==> src/rtl/clk_div_pkg.sv <==
// Shared defaults and helpers for the clk_div_bank clock divider bank.
package clk_div_pkg;

  // Counter/divisor width used when the bank is instantiated without overrides.
  localparam int CNT_W_DEF       = 32;
  // Divisor loaded into every channel at reset (slow default tick).
  localparam int DEFAULT_DIV_DEF = 10000000;

  // Width of the channel-select field; never narrower than one bit.
  function automatic int ch_width(input int n);
    return (n <= 1) ? 1 : $clog2(n);
  endfunction

endpackage

==> src/rtl/clk_div_channel.sv <==
// One divider channel: free-running counter, active divisor, one-deep pending
// divisor slot, registered divided clock and tick strobe.
// A new divisor is only ever swapped in at a terminal count, while stopped, or
// on a global restart, so the divided clock never produces a runt half-period.
module clk_div_channel #(
  parameter int CNT_W   = 32,
  parameter int RST_DIV = 1
) (
  input  logic             clk_i,
  input  logic             rst_i,
  input  logic             en_i,
  input  logic             sync_i,
  input  logic             wr_i,
  input  logic [CNT_W-1:0] wr_div_i,
  output logic             pend_o,
  output logic             dclk_o,
  output logic             tick_o
);

  // A zero reset divisor would never reach terminal count; treat it as 1.
  localparam logic [CNT_W-1:0] RST_DIV_V =
    (RST_DIV == 0) ? CNT_W'(1) : CNT_W'(RST_DIV);

  logic [CNT_W-1:0] cnt_q, cnt_d;
  logic [CNT_W-1:0] div_q, div_d;
  logic [CNT_W-1:0] pdiv_q, pdiv_d;
  logic             pend_q, pend_d;
  logic             dclk_q, dclk_d;
  logic             tick_q, tick_d;
  logic             tc;

  // Terminal count: last edge of the current half-period.
  assign tc = (cnt_q == (div_q - CNT_W'(1)));

  // Next-state: restart, run, stop/apply, then capture of an accepted write.
  always_comb begin
    cnt_d  = cnt_q;
    div_d  = div_q;
    pdiv_d = pdiv_q;
    pend_d = pend_q;
    dclk_d = dclk_q;
    tick_d = 1'b0;

    if (sync_i) begin
      // Global restart wins over terminal count and re-phases every channel.
      cnt_d  = '0;
      dclk_d = 1'b0;
      if (pend_q) begin
        div_d  = pdiv_q;
        pend_d = 1'b0;
      end
    end else if (en_i) begin
      if (tc) begin
        cnt_d  = '0;
        dclk_d = ~dclk_q;
        tick_d = 1'b1;
        if (pend_q) begin
          div_d  = pdiv_q;
          pend_d = 1'b0;
        end
      end else begin
        cnt_d = cnt_q + CNT_W'(1);
      end
    end else if (pend_q) begin
      // Stopped channel: nothing in flight to protect, apply right away.
      div_d  = pdiv_q;
      cnt_d  = '0;
      pend_d = 1'b0;
    end

    // Writes are only offered while the slot is empty, so this never
    // collides with an apply on the same edge; a write landing on a terminal
    // count therefore waits for the following one.
    if (wr_i) begin
      pdiv_d = (wr_div_i == '0) ? CNT_W'(1) : wr_div_i;
      pend_d = 1'b1;
    end
  end

  // Channel state register.
  always_ff @(posedge clk_i or posedge rst_i) begin
    if (rst_i) begin
      cnt_q  <= '0;
      div_q  <= RST_DIV_V;
      pdiv_q <= RST_DIV_V;
      pend_q <= 1'b0;
      dclk_q <= 1'b0;
      tick_q <= 1'b0;
    end else begin
      cnt_q  <= cnt_d;
      div_q  <= div_d;
      pdiv_q <= pdiv_d;
      pend_q <= pend_d;
      dclk_q <= dclk_d;
      tick_q <= tick_d;
    end
  end

  assign pend_o = pend_q;
  assign dclk_o = dclk_q;
  assign tick_o = tick_q;

endmodule

==> src/rtl/clk_div_bank.sv <==
// Multi-channel programmable clock divider / tick generator.
// Divisor writes arrive over a valid/ready port and are applied per channel
// at that channel's next terminal count.
// Optional feature macro: CLK_DIV_SYNC_EN adds the 'sync' global restart input.
module clk_div_bank
  import clk_div_pkg::*;
#(
  parameter  int N_CH        = 4,
  parameter  int CNT_W       = CNT_W_DEF,
  parameter  int DEFAULT_DIV = DEFAULT_DIV_DEF,
  localparam int CH_W        = ch_width(N_CH)
) (
  input  logic             clk,
  input  logic             rst,
  input  logic             cfg_valid,
  output logic             cfg_ready,
  input  logic [CH_W-1:0]  cfg_ch,
  input  logic [CNT_W-1:0] cfg_div,
  input  logic [N_CH-1:0]  en,
`ifdef CLK_DIV_SYNC_EN
  input  logic             sync,
`endif
  output logic [N_CH-1:0]  dclk,
  output logic [N_CH-1:0]  tick
);

  logic [N_CH-1:0] pend;
  logic [N_CH-1:0] wr;
  logic            sync_w;

`ifdef CLK_DIV_SYNC_EN
  assign sync_w = sync;
`else
  assign sync_w = 1'b0;
`endif

  // Ready mux: a channel is busy while its pending slot is full; selects
  // that match no channel are always ready and simply dropped.
  always_comb begin
    cfg_ready = 1'b1;
    for (int i = 0; i < N_CH; i++) begin
      if (cfg_ch == CH_W'(i)) cfg_ready = ~pend[i];
    end
  end

  // Channel-select decode of an accepted write.
  always_comb begin
    wr = '0;
    for (int i = 0; i < N_CH; i++) begin
      wr[i] = cfg_valid && cfg_ready && (cfg_ch == CH_W'(i));
    end
  end

  for (genvar g = 0; g < N_CH; g++) begin : g_ch
    clk_div_channel #(
      .CNT_W   (CNT_W),
      .RST_DIV (DEFAULT_DIV)
    ) u_ch (
      .clk_i    (clk),
      .rst_i    (rst),
      .en_i     (en[g]),
      .sync_i   (sync_w),
      .wr_i     (wr[g]),
      .wr_div_i (cfg_div),
      .pend_o   (pend[g]),
      .dclk_o   (dclk[g]),
      .tick_o   (tick[g])
    );
  end

endmodule

==> config.mk <==
export PLATFORM = sky130hd
export DESIGN_NAME = clk_div_bank
export DESIGN_NICKNAME = d
export VERILOG_FILES = /design/src/rtl/clk_div_pkg.sv /design/src/rtl/clk_div_channel.sv /design/src/rtl/clk_div_bank.sv
export SDC_FILE = /design/constraint.sdc
export NUM_CORES = 1
export LEC_CHECK = 0
export CORE_MARGIN = 2
export CORE_UTILIZATION = 62
export DETAILED_ROUTE_END_ITERATION = 16
export PLACE_DENSITY = 0.88
export SLEW_MARGIN = 40
export SYNTH_ARGS = -nofsm -noshare
export SYNTH_HDL_FRONTEND = slang
export SYNTH_SLANG_ARGS = --single-unit
==> constraint.sdc <==
create_clock -name clk -period 21.8 [get_ports clk]
set_input_delay 3.27 -clock clk [delete_from_list [all_inputs] [get_ports clk]]
set_output_delay 3.27 -clock clk [all_outputs]
set_load 0.05 [all_outputs]
==> results of run 1 <==
## state kept, by name, summed over array words and instances (netlist names)
signal            flops
g_ch.u_ch.pdiv_q    128
g_ch.u_ch.pend_o      4
g_ch.u_ch.dclk_o      4
g_ch.u_ch.div_q     128
g_ch.u_ch.tick_o      4
g_ch.u_ch.cnt_q     128
## cells in the mapped netlist (all sizes together), types with 5 or more instances
| cell | instances | area share, % |
|---|---|---|
| xnor2 | 121 | 4.9 |
| a22o | 6 | 0.24 |
| a311oi | 5 | 0.20 |
| and3 | 35 | 1.0 |
| a32o | 6 | 0.28 |
| a21oi | 34 | 0.78 |
| a21o | 26 | 0.89 |
| inv | 36 | 0.62 |
| and4 | 10 | 0.40 |
| nor2b | 18 | 0.52 |
| nor4 | 69 | 2.0 |
| ha | 8 | 0.46 |
| and2 | 8 | 0.23 |
| nand3b | 10 | 0.34 |
| nand4b | 10 | 0.40 |
| or2 | 11 | 0.32 |
| dfrtp | 332 | 38 |
| o21a | 7 | 0.24 |
| nor3b | 23 | 0.79 |
| mux2i | 5 | 0.23 |
| nand2b | 13 | 0.37 |
| mux2 | 219 | 12 |
| or3 | 29 | 0.83 |
| o211ai | 5 | 0.17 |
| a41oi | 5 | 0.20 |
| o31ai | 16 | 0.55 |
| nand3 | 89 | 2.0 |
| o22ai | 20 | 0.57 |
| or4 | 25 | 0.89 |
| nor3 | 71 | 1.7 |
| nor2 | 132 | 2.3 |
| nor4b | 8 | 0.32 |
| a211oi | 9 | 0.31 |
| o21ai | 94 | 2.2 |
| clkbuf | 112 | 1.9 |
| a211o | 11 | 0.44 |
| nand4 | 52 | 1.5 |
| a31oi | 14 | 0.40 |
| nand2 | 218 | 3.7 |
| buf | 27 | 0.75 |
| xor2 | 94 | 3.8 |
| dfstp | 64 | 7.7 |
## worst min-delay path, delay by kind of cell, from the launching register on
kind             cells  cell delay (ns)
flip-flops           1             0.37
AND/OR/NAND/NOR      2             0.10
## metrics by stage
| step | hold slack [ns] | power, mW | setup slack, ns |
|---|---|---|---|
| after floorplan | 0.4389 | 1.665 | 7.625 |
| after global placement | 0.4467 | 1.801 | 13.27 |
| after detailed placement | 0.4527 | 1.860 | 13.26 |
| after CTS | 0.4625 | 2.598 | 13.25 |
| after global routing | 0.4721 | 2.737 | 13.21 |
| final | 0.4623 | 2.610 | 13.27 |
## layer usage
layer | routed length, um | part of all wire (%) | vias to the layer above | track usage (%)
met5 | 0 | 0 | - | 0
li1 | - | - | 7755 | -
met4 | 2520 | 4.6 | 0 | 14.44
met3 | 3490 | 6.4 | 208 | 4.787
met2 | 26270 | 48 | 690 | 50.71
met1 | 22200 | 41 | 8490 | 38.36
## report_power, final
group / internal (mW) / total, mW / switching [mW] / leakage, nW
sequential: 0.933 / 1.18 / 0.246 / 4.93
clock: 0.433 / 0.727 / 0.294 / 0.671
combinational: 0.356 / 0.704 / 0.347 / 4.34
total: 1.72 / 2.61 / 0.888 / 9.94
## worst paths after layout
kind	cells after the start	slack, ns	to
worst max-delay path	4	13.27	cfg_ready
worst min-delay path	2	0.46	g_ch[3].u_ch.pdiv_q[10]
worst max register to register	10	17.32	g_ch[0].u_ch.cnt_q[31]
worst min register to register	2	0.46	g_ch[3].u_ch.pdiv_q[10]
max in group asynchronous	6	16.40	g_ch[3].u_ch.pdiv_q[21]
min in group asynchronous	2	3.25	g_ch[1].u_ch.div_q[0]
## logic make-up (layout without fill, tap and decap cells)
group | Yosys count | count (layout) | share of synthesized area (%)
compound gates | 306 | 306 | 9.520
xor+xnor | 215 | 215 | 8.626
fa+ha+maj | 8 | 8 | 0.4585
buf+inv | 175 | 180 | 3.307
flops | 396 | 396 | 45.76
mux | 225 | 225 | 12.15
simple gates | 843 | 843 | 20.18
## layout make-up
type | instances | area, um2 | area share, %
flip-flops and latches | 396 | 9990 | 41.63
repair buffers | 71 | 711.9 | 2.967
multi-input cells | 1597 | 11200 | 46.66
inverters | 36 | 147.6 | 0.6153
clock inverters | 16 | 215.2 | 0.8968
well taps | 455 | 569.3 | 2.372
clock buffers | 57 | 1166 | 4.859
==> reports/qor.yml, run 1 <==
layout:
  areaGrowthSynthToFinish_pct: 9.927
  finalNetCount: 2192
  final_cell_mix: "dfrtp_1 (332), nand2_1 (218), mux2_2 (189), nor2_1 (132), xnor2_1 (121)"
  instances_no_fill: 2628
  diodes: 0
  drive_gt1_share_pct: 18.78
  fin_area_mm2: 0.02400
  final_common_cell: "dfrtp_1"
  finish.utilization_pct: 69.30
  nFillCells: 2397
synthesis:
  synth_edf_count: 0
  synth_cell_types: 84
  syn-cell-area_mm2: 0.02183
  postSynthCellCount: 2168
  async_flop_share_pct: 100.0
  synth-seq-cells: 396
  ys_seq_area_share_pct: 45.76
  synth_area_per_cell_um2: 10.07
  synthesis.nets: 2217
  synthFlopType: "dfrtp_1"
  yosys_warnings: 0
clock_tree:
  cts_tree: "built"
  cts_root_buf: "clkbuf_16"
  cts.htree.levels: 2
  cts_made_buffers: 41
  ctsHoldBuffers: 0
  insertion_delay_ns: 0.54
  clk_pin_slew_worst_paths_ns: 0.06
  post_cts_buffers: 0
  post_cts_resized: 0
  clkSinkCount: 396
  clock_path_buffers: 3
critical_path:
  crit_buf_inv: 3
  critPathMaxStageDelay_ns: 0.79
  cp_top_family: "buffers and inverters"
  cp-end-kind: "output port"
  cp.arrival_ns: 5.26
  cp-start-kind: "input port"
  crit_path_max_fanout: 5
  path_cells: "clkdlybuf4s50_1 > mux4_2 > inv_1 > clkdlybuf4s50_1"
  cp-startpoint: "cfg_ch[0]"
  crit_top_cell: "clkdlybuf4s50_1"
  crit_slowest_cell: "clkdlybuf4s50_1"
  cp.required_ns: 18.53
  reg2reg_from: "g_ch[0].u_ch.div_q[0]"
  critPathKind: "in -> out"
job:
  cap_violations: 0
sta:
  finalCritPeriodShare_pct: 39.13
  tns_ns: 0
  period_minus_slack_ns: 8.531
  fin_skew_ns: 0.01082
  slew_violations: 0
  hold_viol: 0
  relSlewSlack_pct: 41.02
  setup_viol: 0
  rsz0062_at_grt: "no"
  worst_pin_slew_ns: 0.8767
  timing.fmax_mhz: 117.2
detailed_routing:
  routed_wirelength_mm: 54.48
  routedWlPerCell_um: 20.73
  postRouteAntennaNets: 0
  first_pass_iters: 6
  drc: 0
  drt_iter0_markers: 1519
  vias: 17143
  drt-vias-per-instance: 6.523
global_route:
  grt_use_total_pct: 30.21
  antenna_found_initial: 0
  grt_start_max_net_pins: 126
  grt-ovfl-total: 0
  grt_pass1_vias: 17305
  grt_pass1_wl_mm: 88.56
power_and_ir_drop:
  vdd_drop_max_v: 0.00007767
  powerDensity_mw_per_mm2: 108.7
  total_leakage_power_nw: 9.940
die:
  die_y_um: 191.6
  rows: 68
  initial_utilization_pct: 63.04
  die-area_mm2: 0.03673
  ios: 50
  core_area_mm2: 0.03463
  die_w_um: 191.6
place:
  dp_cells: 2555
  place.detailed.hpwl_mm: 36.97
  postPlaceCellArea_mm2: 0.02258
  io_buffers: 49
  place_congestion: 0.9196
status:
  status: "finished, final reports clean"
worst_hold_path:
  min-delay-path-class: "reg -> reg"
  min-delay-start: "g_ch[3].u_ch.pdiv_q[10]"
No activity file was read; power rests on OpenSTA's default activity.
==> inputs of run 2 (changes only) <==
Clock period 21.8 ns to 8.7 ns, I/O delays scaled along.
==> reports/qor.yml, run 2 (synthesis gave the netlist of run 1 again) <==
critical_path:
  cp-start-kind: "input port"
  reg2reg_from: "g_ch[2].u_ch.div_q[2]"
  crit_path_max_fanout: 5  # unchanged
  cp-end-kind: "output port"
  critPathMaxStageDelay_ns: 0.79  # about the same
  cp_top_family: "buffers and inverters"
  cp.required_ns: 7.39  # -11.14 ns
  cp.arrival_ns: 3.32  # -1.94 ns
  critPathKind: "in -> out"
  crit_top_cell: "clkdlybuf4s50_1"
  crit_buf_inv: 3  # unchanged
  crit_slowest_cell: "clkdlybuf4s50_1"
  cp-startpoint: "cfg_ch[0]"
  path_cells: "clkdlybuf4s50_1 > mux4_2 > inv_1 > clkdlybuf4s50_1"
place:
  place.detailed.hpwl_mm: 36.59  # -1.0%
  place_congestion: 0.9088  # -1.2%
  dp_slack_ns: 4.086  # -9.170 ns
  io_buffers: 49  # unchanged
  postPlaceCellArea_mm2: 0.02260  # about the same
global_route:
  grt_use_total_pct: 29.96  # -0.25 points
  grt_start_max_net_pins: 174  # +38%
  grt_pass1_vias: 17004  # -1.7%
  antenna_found_initial: 1  # +1
  grt-ovfl-total: 0  # unchanged
  grt_pass1_wl_mm: 87.75  # -0.91%
clock_tree:
  clk_pin_slew_worst_paths_ns: 0.06  # about the same
  cts.htree.levels: 2  # unchanged
  cts_root_buf: "clkbuf_16"
  post_cts_buffers: 0  # unchanged
  cts_made_buffers: 41  # unchanged
  post_cts_resized: 0  # unchanged
  ctsHoldBuffers: 0  # unchanged
  clkSinkCount: 396  # unchanged
  clock_path_buffers: 3  # unchanged
  cts_tree: "built"
  insertion_delay_ns: 0.56  # +0.02 ns
job:
  cap_violations: 0  # unchanged
layout:
  areaGrowthSynthToFinish_pct: 10.04  # about the same
  fin_area_mm2: 0.02402  # about the same
  diodes: 0  # unchanged
  final_cell_mix: "dfrtp_1 (332), nand2_1 (218), mux2_2 (189), nor2_1 (132), xnor2_1 (121)"
  finish.utilization_pct: 69.37  # about the same
  final_common_cell: "dfrtp_1"
  reg_top3: "g_ch.u_ch.cnt_q: 128 flops, g_ch.u_ch.div_q: 128 flops, g_ch.u_ch.pdiv_q: 128 flops"
  finalNetCount: 2194  # +0.091%
  drive_gt1_share_pct: 18.88  # +0.10 points
detailed_routing:
  postRouteAntennaNets: 0  # unchanged
  vias: 17013  # -0.76%
  drc: 0  # unchanged
  drt-vias-per-instance: 6.464  # -0.91%
  drt_iter0_markers: 1237  # -19%
  routed_wirelength_mm: 53.93  # -1.0%
  first_pass_iters: 7  # +1
  routedWlPerCell_um: 20.49  # -1.2%
status:
  status: "finished, final reports clean"
die:
  rows: 68  # unchanged
  core_area_mm2: 0.03463  # unchanged
  ios: 50  # unchanged
  die_w_um: 191.6  # unchanged
  initial_utilization_pct: 63.04  # unchanged
  die_y_um: 191.6  # unchanged
  die-area_mm2: 0.03673  # unchanged
sta:
  worst_pin_slew_ns: 0.8734  # -0.003243 ns
  timing.fmax_mhz: 216.0
  tns_ns: 0  # unchanged
  period_minus_slack_ns: 4.629
  slew_violations: 0  # unchanged
  hold_viol: 0  # unchanged
  setup_viol: 0  # unchanged
  fin_skew_ns: 0.01417  # +0.003349 ns
  relSlewSlack_pct: 41.23  # +0.22 points
  finalCritPeriodShare_pct: 53.21
  rsz0062_at_grt: "no"
  layout_setup_ws_ns: 4.071  # -9.198 ns
  hold_ws_ns: 0.4597  # -0.002652 ns
worst_hold_path:
  min-delay-path-class: "reg -> reg"
  min-delay-start: "g_ch[3].u_ch.dclk_o"
power_and_ir_drop:
  vdd_drop_max_v: 0.0002296  # +200%
  powerDensity_mw_per_mm2: 271.1  # +150%
  total_leakage_power_nw: 9.970  # +0.30%
[run 2: worst reg2reg max path, cell delays in order, from the launching register on]
cell and delay (ns):
dfrtp_1 0.49, nor4_1 0.59, nand4_1 0.39, nand2b_1 0.29
o41ai_1 0.41, o21ai_0 0.15, or4_1 0.57, o21ai_2 0.13
buf_4 0.44, and2_1 0.22, buf_4 0.37, mux2_2 0.41
[run 2: layout make-up]
type / count / area, um2
Clock buffer: 58 / 1180
Clock inverter: 17 / 192.7
Fill cell: 2453 / 10610
Inverter: 36 / 138.9
Multi-Input combinational cell: 1597 / 11190
Sequential cell: 396 / 9990
Tap cell: 455 / 569.3
Timing Repair Buffer: 73 / 755.7
[run 2: path summary, 6_finish.rpt]
| check | slack [ns] | depth (start not counted) | endpoint |
|---|---|---|---|
| max | 4.07 | 4 | cfg_ready |
| min | 0.46 | 1 | g_ch[3].u_ch.dclk_o |
| max reg2reg | 4.11 | 11 | g_ch[2].u_ch.div_q[25] |
| min reg2reg | 0.46 | 1 | g_ch[3].u_ch.dclk_o |
| max in group asynchronous | 6.50 | 4 | g_ch[3].u_ch.cnt_q[1] |
| min in group asynchronous | 1.04 | 2 | g_ch[1].u_ch.cnt_q[29] |
[run 2: power breakdown]
| part | total [mW] | leakage, nW | internal [mW] | switching, mW |
|---|---|---|---|---|
| clock | 1.81 | 0.688 | 1.07 | 0.746 |
| sequential | 2.95 | 4.93 | 2.34 | 0.612 |
| combinational | 1.75 | 4.36 | 0.894 | 0.856 |
[run 2: through the flow]
step | instances | total power, mW
floorplan | 2168 | 4.174
global placement | 2554 | 4.536
detailed placement | 2556 | 4.653
CTS | 2631 | 6.487
global route | 2632 | 6.852
finish | 2632 | 6.512
[run 2: layer usage]
| metal | routed length, um | GRT usage (%) | share of wire, % |
|---|---|---|---|
| met1 | 21890 | 38.81 | 41 |
| met2 | 26540 | 50.65 | 49 |
| met3 | 3496 | 4.531 | 6.5 |
| met4 | 2003 | 12.04 | 3.7 |
| met5 | 0 | 0 | 0 |
==> patch 1: new RTL, settings of run 2 <==
Register the inputs `cfg_valid`, `cfg_ch` and `cfg_div` before use. The logic sees them one clock later. The other inputs are not delayed to match.
--- a/src/rtl/clk_div_bank.sv
+++ b/src/rtl/clk_div_bank.sv
@@ -26,2 +26,12 @@
 
+  logic cfg_valid_q;
+  logic [CH_W-1:0] cfg_ch_q;
+  logic [CNT_W-1:0] cfg_div_q;
+
+  always_ff @(posedge clk) begin
+    cfg_valid_q <= cfg_valid;
+    cfg_ch_q    <= cfg_ch;
+    cfg_div_q   <= cfg_div;
+  end
+
   logic [N_CH-1:0] pend;
@@ -41,3 +51,3 @@
     for (int i = 0; i < N_CH; i++) begin
-      if (cfg_ch == CH_W'(i)) cfg_ready = ~pend[i];
+      if (cfg_ch_q == CH_W'(i)) cfg_ready = ~pend[i];
     end
@@ -49,3 +59,3 @@
     for (int i = 0; i < N_CH; i++) begin
-      wr[i] = cfg_valid && cfg_ready && (cfg_ch == CH_W'(i));
+      wr[i] = cfg_valid_q && cfg_ready && (cfg_ch_q == CH_W'(i));
     end
@@ -63,3 +73,3 @@
       .wr_i     (wr[g]),
-      .wr_div_i (cfg_div),
+      .wr_div_i (cfg_div_q),
       .pend_o   (pend[g]),
Behaviour: not the same (Yosys sat finds a counterexample within 4 cycles, from zero or initial values and one cycle with rst high).
==> patch 1 against run 2 <==
- setup slack got worse by 0.57 ns
- highest routed layer unchanged
- clock power rose by 9%
- design area rose by 4.2%
- sequential cell count rose by 35
- cell count rose by 1.7%
- routed wire length rose by 3.3%
- area after synthesis rose by 4.0%
- total power rose by 5.0%
==> patch 1: results (changes against run 2) <==
metric,value,unit,change
outcome,completed,,
first-pass GRT wire length,89600,um,+2.1%
GR Layer Usage met2,49.8,%,-0.82 points
Peak VDD IR,0.000230,V,+0.29%
HP Class,flop to flop,,
met3 Usage GRT,4.73,%,+0.20 points
initial antenna violation count,1,,unchanged
Top Registers,"g_ch.u_ch.cnt_q (128), g_ch.u_ch.div_q (128), g_ch.u_ch.pdiv_q (128)",,
register area share after synthesis,47.1,%,+1.3 points
asr flop ratio synth,91.9,%,-8.1 points
Critical-path top delay cell,nor3b_1,,
post-CTS setup buffer count,0,,unchanged
Worst Skew,0.0207,ns,+0.00655 ns
clk_lat worst skew,0.57,ns,
top post-synthesis cells by count,"332 x dfrtp_1, 257 x mux2_2, 155 x nand2_1",,
CTS clock-pin slew for the worst setup and hold paths,0.06,ns,about the same
switching share of total power,33.4,%,-0.65 points
final slew viol count,0,,unchanged
total number of vias,17300,,+1.8%
Post-DP HPWL,38700,um,+5.9%
all-layer global routing usage,29.4,%,-0.61 points
per-cell routed wire length,20.8,um,+1.6%
H-Tree Depth,2,,unchanged
Routed Antenna Nets,0,,unchanged
CP max stage delay,0.63,ns,-0.16 ns
# fillers,2516,,+2.6%
Worst slew margin,40.7,%,-0.52 points
DR WL met2,27200,um,+2.6%
crit path DAT,5.65,ns,+2.33 ns
top_reg_cell synth,dfrtp_1,,
total CTS buffers,42,,+2.4%
largest net degree at the start of global routing,110,,-37%
DRT met1 WL,23200,um,+6.1%
Iter 0 DRT Violations,1411,,+14%
Yosys warnings,0,,unchanged
"Gates resized, CTS repair",0,,unchanged
Longest Clk Path Bufs,3,,unchanged
routability cong.,0.911,,+0.28%
Area contributors post-synth,"dfrtp_1 37%, mux2_2 13%, dfstp_2 7.4%",,
Final nets,2224,,+1.4%
layout cells sized above 1,21.1,%,+2.2 points
Pre-Repair DR Iteration Count,6,,-1
"CP delay by family, top",simple AND/OR/NAND/NOR gates,,
ant diodes,0,,unchanged
Cell variety after synth,79,,-6.0%
Met3 Wirelength,3310,um,-5.4%
uppermost routed layer,met4,,
Clock Tree Root,clkbuf_16,,
met1 Track Usage GR,38.2,%,-0.64 points
IO Port Bufs,49,,unchanged
"Max FO, Critical Path",22,,+17
Lkg Pwr,10.3,nW,+3.3%
patch 1: changes by cell type in the layout (fill, tap and decap cells not counted), moves of 11 or more:
cell	run 2	this run
nor3_1	69	91
inv_1	34	49
o31ai_1	16	5
nand2_1	218	155
dfxtp_1	0	35
mux2_4	30	0
xnor2_1	121	97
a21o_1	25	36
mux2_2	189	257
or3_1	29	43
mux2i_1	4	17
o22ai_1	20	9
patch 1: cells by family (layout without fill, tap and decap cells):
logic type,count (synthesis),in the layout,synth area share [%]
XOR/XNOR,189,189,7.29
multiplexers,275,275,13.6
flip-flops,431,431,47.1
adder cells (fa/ha/maj),8,8,0.441
AND/OR/NAND/NOR,809,809,19.1
AO/OA/AOI/OAI,302,302,9.43
buffers and inverters,172,194,3.03
patch 1: through the flow:
step	instance area (um2)	setup slack (ns)	hold slack, ns	std cells	power [mW]
floorplan	22700	2.12	0.443	2186	4.34
global placement	23400	3.33	0.454	2596	4.71
detailed placement	23500	3.62	0.461	2599	4.83
CTS	25000	3.56	0.476	2676	6.82
global route	25000	3.21	0.487	2676	7.16
finish	25000	3.50	0.466	2676	6.84
patch 1: path summary, 6_finish.rpt:
path | start | endpoint | slack [ns] | cells past startpoint
max in group asynchronous | rst | g_ch[1].u_ch.pdiv_q[3] | 5.93 | 5
worst min register to register | g_ch[3].u_ch.dclk_o | g_ch[3].u_ch.dclk_o | 0.47 | 1
min in group asynchronous | rst | g_ch[3].u_ch.div_q[2] | 1.20 | 3
worst min-delay path | g_ch[3].u_ch.dclk_o | g_ch[3].u_ch.dclk_o | 0.47 | 1
worst max register to register | g_ch[2].u_ch.div_q[0] | g_ch[2].u_ch.div_q[28] | 3.50 | 14
worst max-delay path | g_ch[2].u_ch.div_q[0] | g_ch[2].u_ch.div_q[28] | 3.50 | 14
patch 1: worst reg2reg max path, delay by kind of cell (launching register included):
kind            cells  cell delay [ns]
compound gates      2             0.74
xor+xnor            1             0.09
fa+ha+maj           1             0.25
buf+inv             4             0.90
flops               1             0.45
mux                 1             0.32
simple gates        5             2.34
patch 1: final cells by class:
cell class	instances	area (um2)	area share [%]
repair buffers	67	664	2.66
multi-input cells	1583	11400	45.5
clock buffers	55	1220	4.89
flip-flops and latches	431	10700	42.7
clock inverters	22	272	1.09
inverters	50	191	0.765
well taps	468	586	2.34
patch 1: power groups by stage:
stage          Clock [mW]  Sequential, mW  Combinational, mW
2_1_floorplan           0            2.87               1.47
3_3_place_gp            0            3.13               1.58
3_5_place_dp            0            3.17               1.66
4_1_cts              1.99            3.14               1.68
5_1_grt              2.06            3.23               1.86
6_report             1.97            3.17               1.70
==> patch 2: new RTL, settings of run 2 <==
Made on the original files. Build with the macro `CLK_DIV_SYNC_EN` defined.
--- a/src/rtl/clk_div_bank.sv
+++ b/src/rtl/clk_div_bank.sv
@@ -4,2 +4,4 @@
 // Optional feature macro: CLK_DIV_SYNC_EN adds the 'sync' global restart input.
+`define CLK_DIV_SYNC_EN
+
 module clk_div_bank
Ports: changed (added sync); port bits go from 50 to 51. No check against the original RTL was run, so the function may have changed too.
==> patch 2 against run 2 <==
- area after synthesis shrank 2.5%
- total power shrank 6.0%
- design area shrank 2.4%
- sequential share of layout area grew 1.0 points
- first-iteration DRC count is 4.0% higher
- sequential cell count did not move
- routed wire length shrank 3.7%
- setup slack got worse by 0.012 ns
- largest cell class unchanged
==> patch 2: results (changes against run 2) <==
metric,value,unit,change
DRT met1 WL,21000,um,-3.9%
Critical-path top delay cell,nor4_1,,
clkbuf count,60,,+3.4%
comb_multi_in,1456,,-8.8%
Post-DP HPWL,35100,um,-4.1%
Area contributors post-synth,"dfrtp_1 39%, dfstp_2 7.9%, mux2_2 7.2%",,
CP Launch Point,g_ch[1].u_ch.div_q[11],,
fraction of area in clock buffers and inverters,5.86,%,+0.14 points
adder-cell area share of the yosys netlist,0.470,%,+0.012 points
mux share of post-synthesis cell area,14.7,%,+2.6 points
layout cells sized above 1,18.1,%,-0.80 points
Peak VDD IR,0.000187,V,-18%
all-layer global routing usage,29.3,%,-0.62 points
GR Layer Usage met2,49.1,%,-1.6 points
Worst Skew,0.0193,ns,+0.00512 ns
Synth Instances,1969,,-9.2%
Non-Clock Inverter Count,29,,-19%
reg2reg setup slack,4.06,ns,-0.05 ns
IO Port Bufs,50,,+2.0%
Reg area,9990,um2,unchanged
Iter 0 DRT Violations,1287,,+4.0%
routability cong.,0.919,,+1.2%
Reg2Reg Depth,10,,-1
combinational group power,1.51,mW,-14%
kind of critical path,flop to flop,,
largest net degree at the start of global routing,120,,-31%
uppermost routed layer,met5,,
crit path DAT,5.06,ns,+1.74 ns
P_sw,2.02,mW,-8.6%
Pre-Repair DR Iteration Count,6,,-1
outcome,completed,,
Final non-clock buffer share,2.90,%,-0.24 points
HP Start,g_ch[3].u_ch.pdiv_q[16],,
first-pass GRT wire length,83900,um,-4.3%
DR WL met2,25000,um,-5.7%
top post-synthesis cells by count,"332 x dfrtp_1, 216 x nor2_1, 136 x mux2_2",,
"Max FO, Critical Path",23,,+18
met3 Usage GRT,5.34,%,+0.81 points
Compound-Gate Fraction of Synth Area,6.03,%,-3.5 points
multi-input combinational area share,45.8,%,-0.85 points
vias in the first global route,15900,,-6.8%
Worst slew margin,46.8,%,+5.6 points
Cell variety after synth,88,,+4.8%
xor/xnor share of the synthesized area,10.6,%,+2.0 points
# fillers,2316,,-5.6%
FF-to-FF End,g_ch[1].u_ch.div_q[30],,
Area after DPL,22000,um2,-2.5%
via-per-instance ratio,6.32,,-2.2%
Post-Route WL,51900,um,-3.7%
CP max stage delay,0.66,ns,-0.13 ns
Worst Hold End,g_ch[3].u_ch.div_q[16],,
Signal buffers,67,,-8.2%
Lkg Pwr,9.49,nW,-4.8%
Met3 Wirelength,3170,um,-9.2%
[patch 2: cell types whose count changed after synthesis, sizes merged, moves of 22 or more]
| cell | delta |
|---|---|
| o21ai | -61 |
| buf | +22 |
| nand2 | -97 |
| clkbuf | -73 |
| xor2 | +29 |
| nor2 | +84 |
| mux2 | +37 |
[patch 2: per-stage QoR]
step	power, mW	setup WS (ns)	utilization, %	hold slack, ns
4_1_cts	6.10	4.08	69.4	0.486
6_report	6.12	4.06	69.6	0.484
3_3_place_gp	4.19	4.10	65.3	0.460
5_1_grt	6.42	3.79	69.6	0.497
3_5_place_dp	4.29	4.09	65.3	0.471
2_1_floorplan	3.87	2.12	-	0.443
[patch 2: worst reg2reg max path, cell delays in order, from the launching register on]
cell and delay (ns):
dfrtp_1 0.45, nor4_1 0.66, nand4_1 0.46, nor3_1 0.31, xnor2_1 0.09, nor3_1 0.24, nor4bb_2 0.57, a21oi_4 0.27
nor2b_2 0.67, buf_4 0.42, mux2_2 0.39
